**src/rtl/wb_pkg.sv**
```systemverilog
// wb_pkg: shared result/load encodings and MEM/WB register layout for the write-back stage
package wb_pkg;

  typedef enum logic [1:0] {
    RES_ALU  = 2'b00,
    RES_LOAD = 2'b01,
    RES_LINK = 2'b10
  } result_sel_t;

  typedef enum logic [2:0] {
    LD_LW  = 3'd0,
    LD_LB  = 3'd1,
    LD_LBU = 3'd2,
    LD_LH  = 3'd3,
    LD_LHU = 3'd4
  } load_type_t;

  // Fields captured from MEM; select is kept raw so the unused 2'b11 code is representable
  typedef struct packed {
    logic        reg_write;
    logic [4:0]  rd;
    logic [1:0]  result_sel;
    logic [31:0] alu_result;
    logic [31:0] load_word;
    logic [31:0] pc_plus4;
  } wb_fields_t;

endpackage

```
**src/rtl/ctrl_bus_if.sv**
```systemverilog
// ctrl_bus_if: clock and asynchronous active-high reset bundle
interface ctrl_bus_if;
  logic clk;
  logic reset;
  modport central (input clk, input reset);
endinterface

```
**src/rtl/wb_load_ext.sv**
```systemverilog
// wb_load_ext: little-endian sub-word extraction with sign/zero extension for loads
import wb_pkg::*;

module wb_load_ext (
  input  logic [2:0]  load_type_i,
  input  logic [1:0]  offset_i,
  input  logic [31:0] word_i,
  output logic [31:0] data_o
);
  logic [7:0]  byte_v;
  logic [15:0] half_v;
  // Halfword lane ignores offset[0]; anything not a sub-word load passes the word through
  always_comb begin
    byte_v = word_i[8*offset_i +: 8];
    half_v = offset_i[1] ? word_i[31:16] : word_i[15:0];
    data_o = load_type_i == LD_LB  ? {{24{byte_v[7]}}, byte_v} :
             load_type_i == LD_LBU ? {24'h0, byte_v} :
             load_type_i == LD_LH  ? {{16{half_v[15]}}, half_v} :
             load_type_i == LD_LHU ? {16'h0, half_v} : word_i;
  end
endmodule

```
**src/rtl/wb_stage.sv**
```systemverilog
// wb_stage: MEM/WB pipeline register, result select, regfile write/forward port, retire counter (optional WB_LOAD_EXT_EN)
import wb_pkg::*;

module wb_stage #(
  parameter int CNT_W = 32
) (
  ctrl_bus_if.central ctrl_bus,
  input  logic             m_valid,
  input  logic             m_reg_write,
  input  logic [4:0]       m_rd,
  input  logic [1:0]       m_result_sel,
  input  logic [2:0]       m_load_type,
  input  logic [31:0]      m_alu_result,
  input  logic [31:0]      m_load_word,
  input  logic [31:0]      m_pc_plus4,
  input  logic             stall,
  input  logic             flush,
  output logic             reg_write,
  output logic [4:0]       rd,
  output logic [31:0]      reg_in,
  output logic             fwd_valid,
  output logic [4:0]       fwd_rd,
  output logic [31:0]      fwd_data,
  output logic [CNT_W-1:0] instret
);
  wb_fields_t       fields_d, fields_q;
  logic             valid_d, valid_q;
  logic [CNT_W-1:0] instret_d, instret_q;
  logic [31:0]      load_data;

  // Next state: stall holds everything, flush squashes validity even under stall,
  // and an instruction retires when it leaves an unstalled WB
  always_comb begin
    fields_d  = stall ? fields_q : '{m_reg_write, m_rd, m_result_sel,
                                     m_alu_result, m_load_word, m_pc_plus4};
    valid_d   = flush ? 1'b0 : (stall ? valid_q : m_valid);
    instret_d = instret_q + {{(CNT_W-1){1'b0}}, valid_q & ~stall};
  end

  // MEM/WB register and retire counter
  always_ff @(posedge ctrl_bus.clk or posedge ctrl_bus.reset) begin
    if (ctrl_bus.reset) begin
      fields_q  <= '0;
      valid_q   <= 1'b0;
      instret_q <= '0;
    end else begin
      fields_q  <= fields_d;
      valid_q   <= valid_d;
      instret_q <= instret_d;
    end
  end

`ifdef WB_LOAD_EXT_EN
  logic [2:0] load_type_d, load_type_q;

  // Load type only exists in the register when extraction is built in
  always_comb load_type_d = stall ? load_type_q : m_load_type;

  // Load type register shares the MEM/WB reset and hold behaviour
  always_ff @(posedge ctrl_bus.clk or posedge ctrl_bus.reset) begin
    if (ctrl_bus.reset) load_type_q <= LD_LW;
    else                load_type_q <= load_type_d;
  end

  wb_load_ext u_load_ext (
    .load_type_i (load_type_q),
    .offset_i    (fields_q.alu_result[1:0]),
    .word_i      (fields_q.load_word),
    .data_o      (load_data)
  );
`else
  logic unused_load_type;
  assign unused_load_type = ^m_load_type;
  assign load_data        = fields_q.load_word;
`endif

  // Write port is combinational from the register so the regfile can capture on the same cycle;
  // writes to $0 are suppressed and the reserved select code falls back to the ALU result
  always_comb begin
    reg_write = valid_q & fields_q.reg_write & (fields_q.rd != 5'd0);
    rd        = fields_q.rd;
    reg_in    = fields_q.result_sel == RES_LOAD ? load_data :
                fields_q.result_sel == RES_LINK ? fields_q.pc_plus4 : fields_q.alu_result;
    fwd_valid = reg_write;
    fwd_rd    = fields_q.rd;
    fwd_data  = reg_in;
    instret   = instret_q;
  end
endmodule

```
**src/flat_wrapper.sv**
```systemverilog
// flat-port wrapper written by rule: the top's interface ports become plain ports
module wb_stage_flat 
#(
  parameter int CNT_W = 32
)
  (m_valid, m_reg_write, m_rd, m_result_sel, m_load_type, m_alu_result, m_load_word, m_pc_plus4, stall, flush, reg_write, rd, reg_in, fwd_valid, fwd_rd, fwd_data, instret, ctrl_bus_clk, ctrl_bus_reset);
  ctrl_bus_if ctrl_bus_i ();
  input  logic m_valid;
  input  logic m_reg_write;
  input  logic [4:0] m_rd;
  input  logic [1:0] m_result_sel;
  input  logic [2:0] m_load_type;
  input  logic [31:0] m_alu_result;
  input  logic [31:0] m_load_word;
  input  logic [31:0] m_pc_plus4;
  input  logic stall;
  input  logic flush;
  output logic reg_write;
  output logic [4:0] rd;
  output logic [31:0] reg_in;
  output logic fwd_valid;
  output logic [4:0] fwd_rd;
  output logic [31:0] fwd_data;
  output logic [CNT_W-1:0] instret;
  input wire logic [$bits(ctrl_bus_i.clk)-1:0] ctrl_bus_clk;
  input wire logic [$bits(ctrl_bus_i.reset)-1:0] ctrl_bus_reset;
  assign ctrl_bus_i.clk = ctrl_bus_clk;
  assign ctrl_bus_i.reset = ctrl_bus_reset;
  wb_stage #(.CNT_W(CNT_W)) u_core (.ctrl_bus(ctrl_bus_i), .m_valid(m_valid), .m_reg_write(m_reg_write), .m_rd(m_rd), .m_result_sel(m_result_sel), .m_load_type(m_load_type), .m_alu_result(m_alu_result), .m_load_word(m_load_word), .m_pc_plus4(m_pc_plus4), .stall(stall), .flush(flush), .reg_write(reg_write), .rd(rd), .reg_in(reg_in), .fwd_valid(fwd_valid), .fwd_rd(fwd_rd), .fwd_data(fwd_data), .instret(instret));
endmodule
```
**config.mk**
```make
export PLATFORM = sky130hd
export DESIGN_NAME = wb_stage_flat
export DESIGN_NICKNAME = d
export VERILOG_FILES = /design/src/rtl/wb_pkg.sv /design/src/rtl/ctrl_bus_if.sv /design/src/rtl/wb_load_ext.sv /design/src/rtl/wb_stage.sv /design/src/flat_wrapper.sv
export SDC_FILE = /design/constraint.sdc
export NUM_CORES = 1
export LEC_CHECK = 0
export CORE_ASPECT_RATIO = 0.7
export CORE_MARGIN = 1.5
export CORE_UTILIZATION = 47
export CTS_CLUSTER_DIAMETER = 60
export DETAILED_ROUTE_END_ITERATION = 12
export PLACE_DENSITY_LB_ADDON = 0.3
export SLEW_MARGIN = 20
export SYNTH_ARGS = -nofsm -noshare
export SYNTH_HDL_FRONTEND = slang
export SYNTH_SLANG_ARGS = --single-unit
```
**constraint.sdc**
```tcl
create_clock -name ctrl_bus_clk -period 6.4 [get_ports ctrl_bus_clk]
set_clock_uncertainty 0.1 [all_clocks]
set_input_delay 1.92 -clock ctrl_bus_clk [delete_from_list [all_inputs] [get_ports ctrl_bus_clk]]
set_output_delay 1.92 -clock ctrl_bus_clk [all_outputs]
set_load 0.05 [all_outputs]
```
# Yosys cells after proc, flatten, opt, wreduce, memory -nomap -nowiden
# Cells that the tools add are included.
word_totals:
  wordCells: 21
  input_bits: 112
  out_inout_bits: 108
  register_bits: 137
classes:
  n_eq_ne: 3
  add_sub_neg: 1
  n_bitwise: 4
  muxes: 4
  n_reduce_logical: 1
ops:
  columns: ["cell", "count"]
  rows:
  - ["32-bit two-way mux", 2]
  - ["32-bit by 1-bit adder with 32-bit output", 1]
  - ["5-bit nonzero test", 1]
  - ["1-bit bitwise AND", 3]
  - ["2-bit by 1-bit == test with 1-bit output, second input constant", 1]
  - ["2-bit == test, second input constant", 1]
  - ["1-bit two-way mux", 2]
  - ["2-bit by 1-bit inequality test with 1-bit output, second input constant", 1]
  - ["1-bit NOT", 1]

# Logic depth before layout (Yosys ltp)
# Gate-level depths: netlist of the first run.
depth:
  ltp_word: 3
  depth_mapped: 10
  ltp_nobuf: 7

# Worst setup path before layout of the first run
# OpenSTA, ideal clock, no wires.
synth_path:
  path_kind: "reg-to-output"
  startpoint: "reg u_core.fields_q[97] (netlist name)"
  endpoint: "out reg_in[24]"
  stages_incl_launch_ff: 7
  path_buffers: 4
  setup_slack_ns: 2.047
  t_required_ns: 4.380
  t_arrival_ns: 2.333
  path_cell_list: "dfrtp_1 clkbuf_1 clkbuf_1 buf_2 mux2i_1 a21oi_1 buf_4"
synth_between:
  elab_chain_len: 3
  word_cells_on_any_way: 4
  cone_classes: "eq/ne: 2; mux: 2"
synth_rtl:
  columns: ["item", "line", "text"]
  rows:
  - ["start, declared", "wb_stage.sv:26", "wb_fields_t fields_d, fields_q;"]
  - ["start signal, assigned", "wb_stage.sv:47", "fields_q <= fields_d;"]
  - ["2-bit == test", "wb_stage.sv:83", "fields_q.result_sel == RES_LINK ? fields_q.pc_plus4 : fields_q.alu_result;"]
  - ["32-bit two-way mux", "wb_stage.sv:83", null]
  - ["32-bit two-way mux *", "wb_stage.sv:82", "reg_in = fields_q.result_sel == RES_LOAD ? load_data :"]
  - ["end, declared", "flat_wrapper.sv:20", "output logic [31:0] reg_in;"]
# Every way passes the cells marked *; elsewhere a longest branch is shown, timed or not.

# Worst setup path in the final report of the first run
layout_path:
  startpoint: "reg u_core.fields_q[97] (netlist name)"
  endpoint: "out fwd_data[8]"
layout_between:
  elab_chain_len: 3
  word_cells_on_any_way: 4
  cone_classes: "eq/ne: 2; mux: 2"
layout_rtl:
  columns: ["item", "line", "text"]
  rows:
  - ["2-bit == test", "wb_stage.sv:83", null]
  - ["32-bit two-way mux", "wb_stage.sv:83", null]
  - ["32-bit two-way mux *", "wb_stage.sv:82", null]
  - ["end, declared", "flat_wrapper.sv:23", "output logic [31:0] fwd_data;"]
# Marked as above.

==> flow_summary.yaml, run 1 <==
outcome:
  outcome: "finished clean"
detailed_routing:
  drt_iter0_markers: 159
  postRouteAntennaNets: 0
  first_pass_iters: 4
  vias_per_cell: 5.14
  wl_mm: 15.6
  drc: 0
  wl_per_cell_um: 17.1
  via_count: 4690
grt:
  antenna_found_initial: 0
  grt_pass1_vias: 4760
  grt_max_degree: 74
  gr-usage-all-layers_pct: 21.0
  grt_pass1_wl_mm: 24.3
  grt.overflow.total: 0
clock_tree:
  htreeDepth: 4
  root_buffer: "clkbuf_16"
  clk_pin_slew_worst_paths_ns: 0.05
  cts_setup_buffers: 0
  cts_buffer_depth: 2
  cts_buffers: 17
  cts_resized: 0
  clk_latency_ns: 0.41
  cts_tree: "yes"
  cts_hold_buf: 0
  clock-sinks: 137
logic_synthesis:
  synthTopCellsByArea: "dfrtp_1, mux2_2, mux2i_1"
  synth_top_area_share_pct: 51.0
  async_flop_share_pct: 100
  yosys.area.top_type: "dfrtp_1"
  yosysUniqueCellTypes: 30
  synthesis.area_um2: 6720
  syn_area_per_cell_um2: 12.3
  yosysSeqAreaShare_pct: 51.0
  synth_fp_nets: 660
  ys.flop_type: "dfrtp_1"
  syn-instance-count: 545
  synth_warnings: 0
  synth-seq-cells: 137
  synth_edf_count: 0
setup_path:
  cp_data_required_time_ns: 4.38
  worstSetupPathType: "register to primary output"
  crit_chain: "buf_4 > nor2b_1 > a211oi_1 > a21oi_1 > clkdlybuf4s50_1"
  cp_slowest_cell: "dfrtp_4"
  critPathLaunchType: "register"
  regToRegSetupSlack_ns: 3.87
  crit_arrival_ns: 3.17
  crit_fanout: 73
  slowest_delay_ns: 1.03
  cp-end-kind: "primary output"
floorplanning:
  num_io_pins: 220
  chipWidth_um: 146
  initial_core_util_pct: 48.3
  std_cell_rows: 36
  chipHeight_um: 103
  core_um2: 13900
  dieArea_um2: 15000
timing:
  setup_viol: 0
  slew_violations: 0
  hold_viol_final: 0
  setup_ws_ns: 1.21
  fin_tns_setup_ns: 0
  period_minus_slack_ns: 5.19
  fmax_ghz: 0.193
  slew_headroom_pct: 38.5
  worst_slew_pin_slew_ns: 0.922
  period_share_pct: 81.1
  rsz0062_at_grt: "false"
placed_design:
  pre_cts_ws_ns: 1.63
  post-place-cells: 881
  gp_congestion: 0.793
  portBuffers: 216
  dp_hpwl_mm: 10.9
power_and_ir_drop:
  irDropWorstVdd_uv: 189
  power_leakage_uw: 0.00386
  power.density_nw_per_um2: 299
  p_total_uw: 2770
final_layout:
  drive_above_1_share_pct: 20.6
  utilization_pct: 66.6
  layout.nets: 825
  finalNonFillerCells: 912
  antenna_cells: 0
  synthToLayoutAreaGrowth_pct: 37.9
  n_fill_cell: 1020
min_path:
  worstHoldPathType: "register to register"
job:
  maxCapViolCount: 0
registers in the layout (all words and copies together) (netlist names):
| name | flops |
|---|---|
| u_core.fwd_rd | 5 |
| u_core.load_data | 32 |
| u_core.fields_q | 67 |
| u_core.valid_q | 1 |
| u_core.instret | 32 |
cells by family after synthesis:
| group | synth area share, % |
|---|---|
| muxes | 22.3 |
| DFF | 51.0 |
| and+or+nand+nor | 8.95 |
| buffers and inverters | 7.13 |
| AOI/OAI and AO/OA | 6.11 |
| xor gates and xnor gates | 3.91 |
| adders and majority gates | 0.559 |
layer usage:
| layer | global-route usage, % | share of wire, % | vias to the layer above |
|---|---|---|---|
| met5 | 0 | 0 | - |
| met4 | 7.46 | 1.1 | 0 |
| met3 | 5.84 | 6.1 | 16 |
| met2 | 34.5 | 49 | 138 |
| met1 | 27.1 | 44 | 2320 |
| li1 | - | - | 2216 |
metrics by stage:
stage / hold WS [ns] / area (um2)
6_report: 0.365 / 9270
5_1_grt: 0.382 / 9270
4_1_cts: 0.372 / 9270
3_5_place_dp: 0.361 / 8710
3_3_place_gp: 0.357 / 8710
2_1_floorplan: 0.379 / 6720
worst paths after layout:
kind                                          start                  end  cells past startpoint
worst max-delay path            u_core.fields_q[97]          fwd_data[8]                      5
worst min-delay path             u_core.instret[31]   u_core.instret[31]                      1
worst max register to register       u_core.valid_q   u_core.instret[28]                      7
worst min register to register   u_core.instret[31]   u_core.instret[31]                      1
max in group asynchronous            ctrl_bus_reset  u_core.fields_q[97]                      3
min in group asynchronous            ctrl_bus_reset   u_core.instret[18]                      2
final cells by class:
class	count	area, um2	share of cell area, %
Clock buffer	23	488	5.26
Clock inverter	8	70.1	0.756
Timing Repair Buffer	220	2200	23.8
Multi-Input combinational cell	328	2810	30.4
Tap cell	190	238	2.56
Inverter	6	25.0	0.270
Sequential cell	137	3430	37.0
power breakdown:
part           internal (uW)  switching, uW
sequential               945           77.7
clock                    569            346
combinational            327            503
total                   1840            926
synth_stat cells, types with 3 or more instances:
library cell / n
mux2i_1: 33
nand4_1: 7
xnor2_1: 15
nand2_1: 11
a21oi_1: 32
nor2_1: 5
dfrtp_1: 137
buf_2: 8
a211oi_1: 32
nor3_1: 8
nor2b_1: 33
xor2_1: 15
inv_1: 6
nand3_1: 12
and4_1: 3
nor4_2: 3
ha_1: 3
clkbuf_1: 22
buf_4: 43
mux2_2: 104
worst max-delay path, delay by kind of cell (launching register included):
family / cells / cell delay, ns
buffers and inverters: 2 / 1.23
flip-flops: 1 / 1.03
AO/OA/AOI/OAI: 2 / 0.39
AND/OR/NAND/NOR: 1 / 0.09
layout by cell type (no fill, tap or decap), drive strengths merged, types with 11 or more instances in the layout:
cell type,n
clkbuf,23
mux2,104
nor2b,33
a21oi,32
xnor2,15
mux2i,33
xor2,15
nand2,11
a211oi,32
nand3,12
dfrtp,137
clkdlybuf4s50,215
Note: power is estimated with default switching activity, not from simulation.
==> inputs of run 2 (changes only) <==
==> constraint.sdc (replaced) <==
create_clock -name ctrl_bus_clk -period 5.1 [get_ports ctrl_bus_clk]
set_clock_uncertainty 0.1 [all_clocks]
set_input_delay 1.53 -clock ctrl_bus_clk [delete_from_list [all_inputs] [get_ports ctrl_bus_clk]]
set_output_delay 1.53 -clock ctrl_bus_clk [all_outputs]
set_load 0.05 [all_outputs]
==> run 2 against run 1 <==
  * Utilization grew 0.58 points
  * Routed wire length grew 1.0%
  * Critical path depth shrank 1
  * Total power grew 29%
  * Global-route usage grew 0.50 points
  * Sequential share of layout area shrank 0.32 points
  * Cell area grew 0.88%
  * Worst setup slack lost 0.62 ns
  * Sequential cell count is the same
  * Hold slack gained 0.0064 ns
  * Non-clock buffer count grew 1
==> flow_summary.yaml, run 2 (synthesized netlist as in run 1, its figures left out) <==
timing:
  fmax_ghz: 0.222
  period_minus_slack_ns: 4.51
  period_share_pct: 88.4
  setup_viol: 0
  worst_slew_pin_slew_ns: 0.869
  slew_headroom_pct: 41.6
  slew_violations: 0
  fin_tns_setup_ns: 0
  rsz0062_at_grt: "false"
  hold_viol_final: 0
detailed_routing:
  dr_wl_met2_mm: 7.63
  wl_mm: 15.8
  wl_met1_mm: 6.90
  drc: 0
  drt_iter0_markers: 207
  first_pass_iters: 4
  via_count: 4805
  dr_wl_met3_mm: 1.08
  vias_per_cell: 5.26
  wl_per_cell_um: 17.3
  postRouteAntennaNets: 0
  highest_layer: "met4"
setup_path:
  slowest_delay_ns: 0.86
  critPathLaunchType: "register"
  rr_worst_depth: 7
  cp_num_cells: 4
  cp_data_required_time_ns: 3.47
  crit_fanout: 54
  crit_arrival_ns: 2.88
  cp-end-kind: "primary output"
  cp_slowest_cell: "clkdlybuf4s50_1"
  worstSetupPathType: "register to primary output"
  crit_family: "buffers and inverters"
  crit_chain: "buf_12 > mux2i_1 > a21oi_1 > clkdlybuf4s50_1"
  critPathBufInv: 2
clock_tree:
  cts_buffer_depth: 2
  cts_tree: "yes"
  cts_hold_buf: 0
  cts_buffers: 17
  htreeDepth: 4
  clk_latency_ns: 0.41
  root_buffer: "clkbuf_16"
  clock-sinks: 137
  clk_pin_slew_worst_paths_ns: 0.06
  cts_setup_buffers: 0
  cts_resized: 0
placed_design:
  dp_hpwl_mm: 10.9
  portBuffers: 216
  gp_congestion: 0.794
final_layout:
  n_fill_cell: 1024
  antenna_cells: 0
  regMostFlops: "u_core.fields_q"
  utilization_pct: 67.2
  layout_common_cells: "clkdlybuf4s50_1, dfrtp_1, mux2_2"
  layout_commonest_cell: "clkdlybuf4s50_1"
  layout.nets: 826
  drive_above_1_share_pct: 20.7
  synthToLayoutAreaGrowth_pct: 39.1
  largest_register_ffs: 67
grt:
  antenna_found_initial: 0
  grt_max_degree: 66
  grt_pass1_wl_mm: 25.0
  grt.overflow.total: 0
  gr-usage-all-layers_pct: 21.5
  grt_pass1_vias: 4843
power_and_ir_drop:
  p_comb_share_pct: 29.4
  switching_share_pct: 32.6
  power.density_nw_per_um2: 383
  p_seq_share_pct: 35.6
  irDropWorstVdd_uv: 242
  power.switching_uw: 1170
  internal_power_uw: 2420
  power_leakage_uw: 0.00389
  clkPwrFrac_pct: 35.1
floorplanning:
  num_io_pins: 220
  chipHeight_um: 103
  chipWidth_um: 146
  core_um2: 13900
  std_cell_rows: 36
  initial_core_util_pct: 48.3
  dieArea_um2: 15000
min_path:
  worstHoldPathCells: 1
  worstHoldPathType: "register to register"
outcome:
  outcome: "finished clean"
job:
  maxCapViolCount: 0
run 2: worst paths after layout:
check / start / endpoint / slack [ns]
hold reg to reg: u_core.instret[31] / u_core.instret[31] / 0.37
setup / recovery: u_core.fields_q[97] / reg_in[21] / 0.59
hold / removal: u_core.instret[31] / u_core.instret[31] / 0.37
setup reg to reg: u_core.valid_q / u_core.instret[20] / 2.49
max in group asynchronous: ctrl_bus_reset / u_core.fields_q[97] / 2.44
min in group asynchronous: ctrl_bus_reset / u_core.instret[26] / 1.34
run 2: layer usage:
layer	vias up	track usage (%)
li1	2245	-
met1	2391	28.0
met2	154	35.2
met3	15	6.15
met4	0	6.99
met5	-	0
run 2: area by class of cell:
class | count | area [um2] | share of cell area [%]
clock buffers | 23 | 488 | 5.22
clock inverters | 8 | 118 | 1.26
well taps | 190 | 238 | 2.54
repair buffers | 221 | 2230 | 23.9
inverters | 6 | 26.3 | 0.281
flip-flops and latches | 137 | 3430 | 36.7
multi-input cells | 328 | 2810 | 30.1
run 2: through the flow:
step	hold slack, ns	setup slack, ns	power, uW	cells	cell area, um2
finish	0.372	0.591	3580	913	9350
global route	0.395	0.465	3720	913	9350
CTS	0.376	0.593	3620	913	9350
detailed placement	0.364	0.907	2350	882	8750
global placement	0.357	0.997	2320	882	8750
floorplan	0.379	1.14	2040	545	6730
run 2: worst reg2reg max path, cell delays in order (launching register included):
cell and delay (ns):
dfrtp_1 0.37, nor2b_1 0.19, ha_1 0.25, ha_1 0.26, nand4_1 0.24, nor4_2 0.71
nand3_1 0.19, xnor2_1 0.18
run 2: power by group through the flow:
stage / logic (uW) / clock network (uW) / registers, uW
3_5_place_dp: 1060 / 0 / 1290
6_report: 1050 / 1260 / 1270
5_1_grt: 1100 / 1330 / 1290
3_3_place_gp: 1040 / 0 / 1280
4_1_cts: 1060 / 1280 / 1270
2_1_floorplan: 736 / 0 / 1300
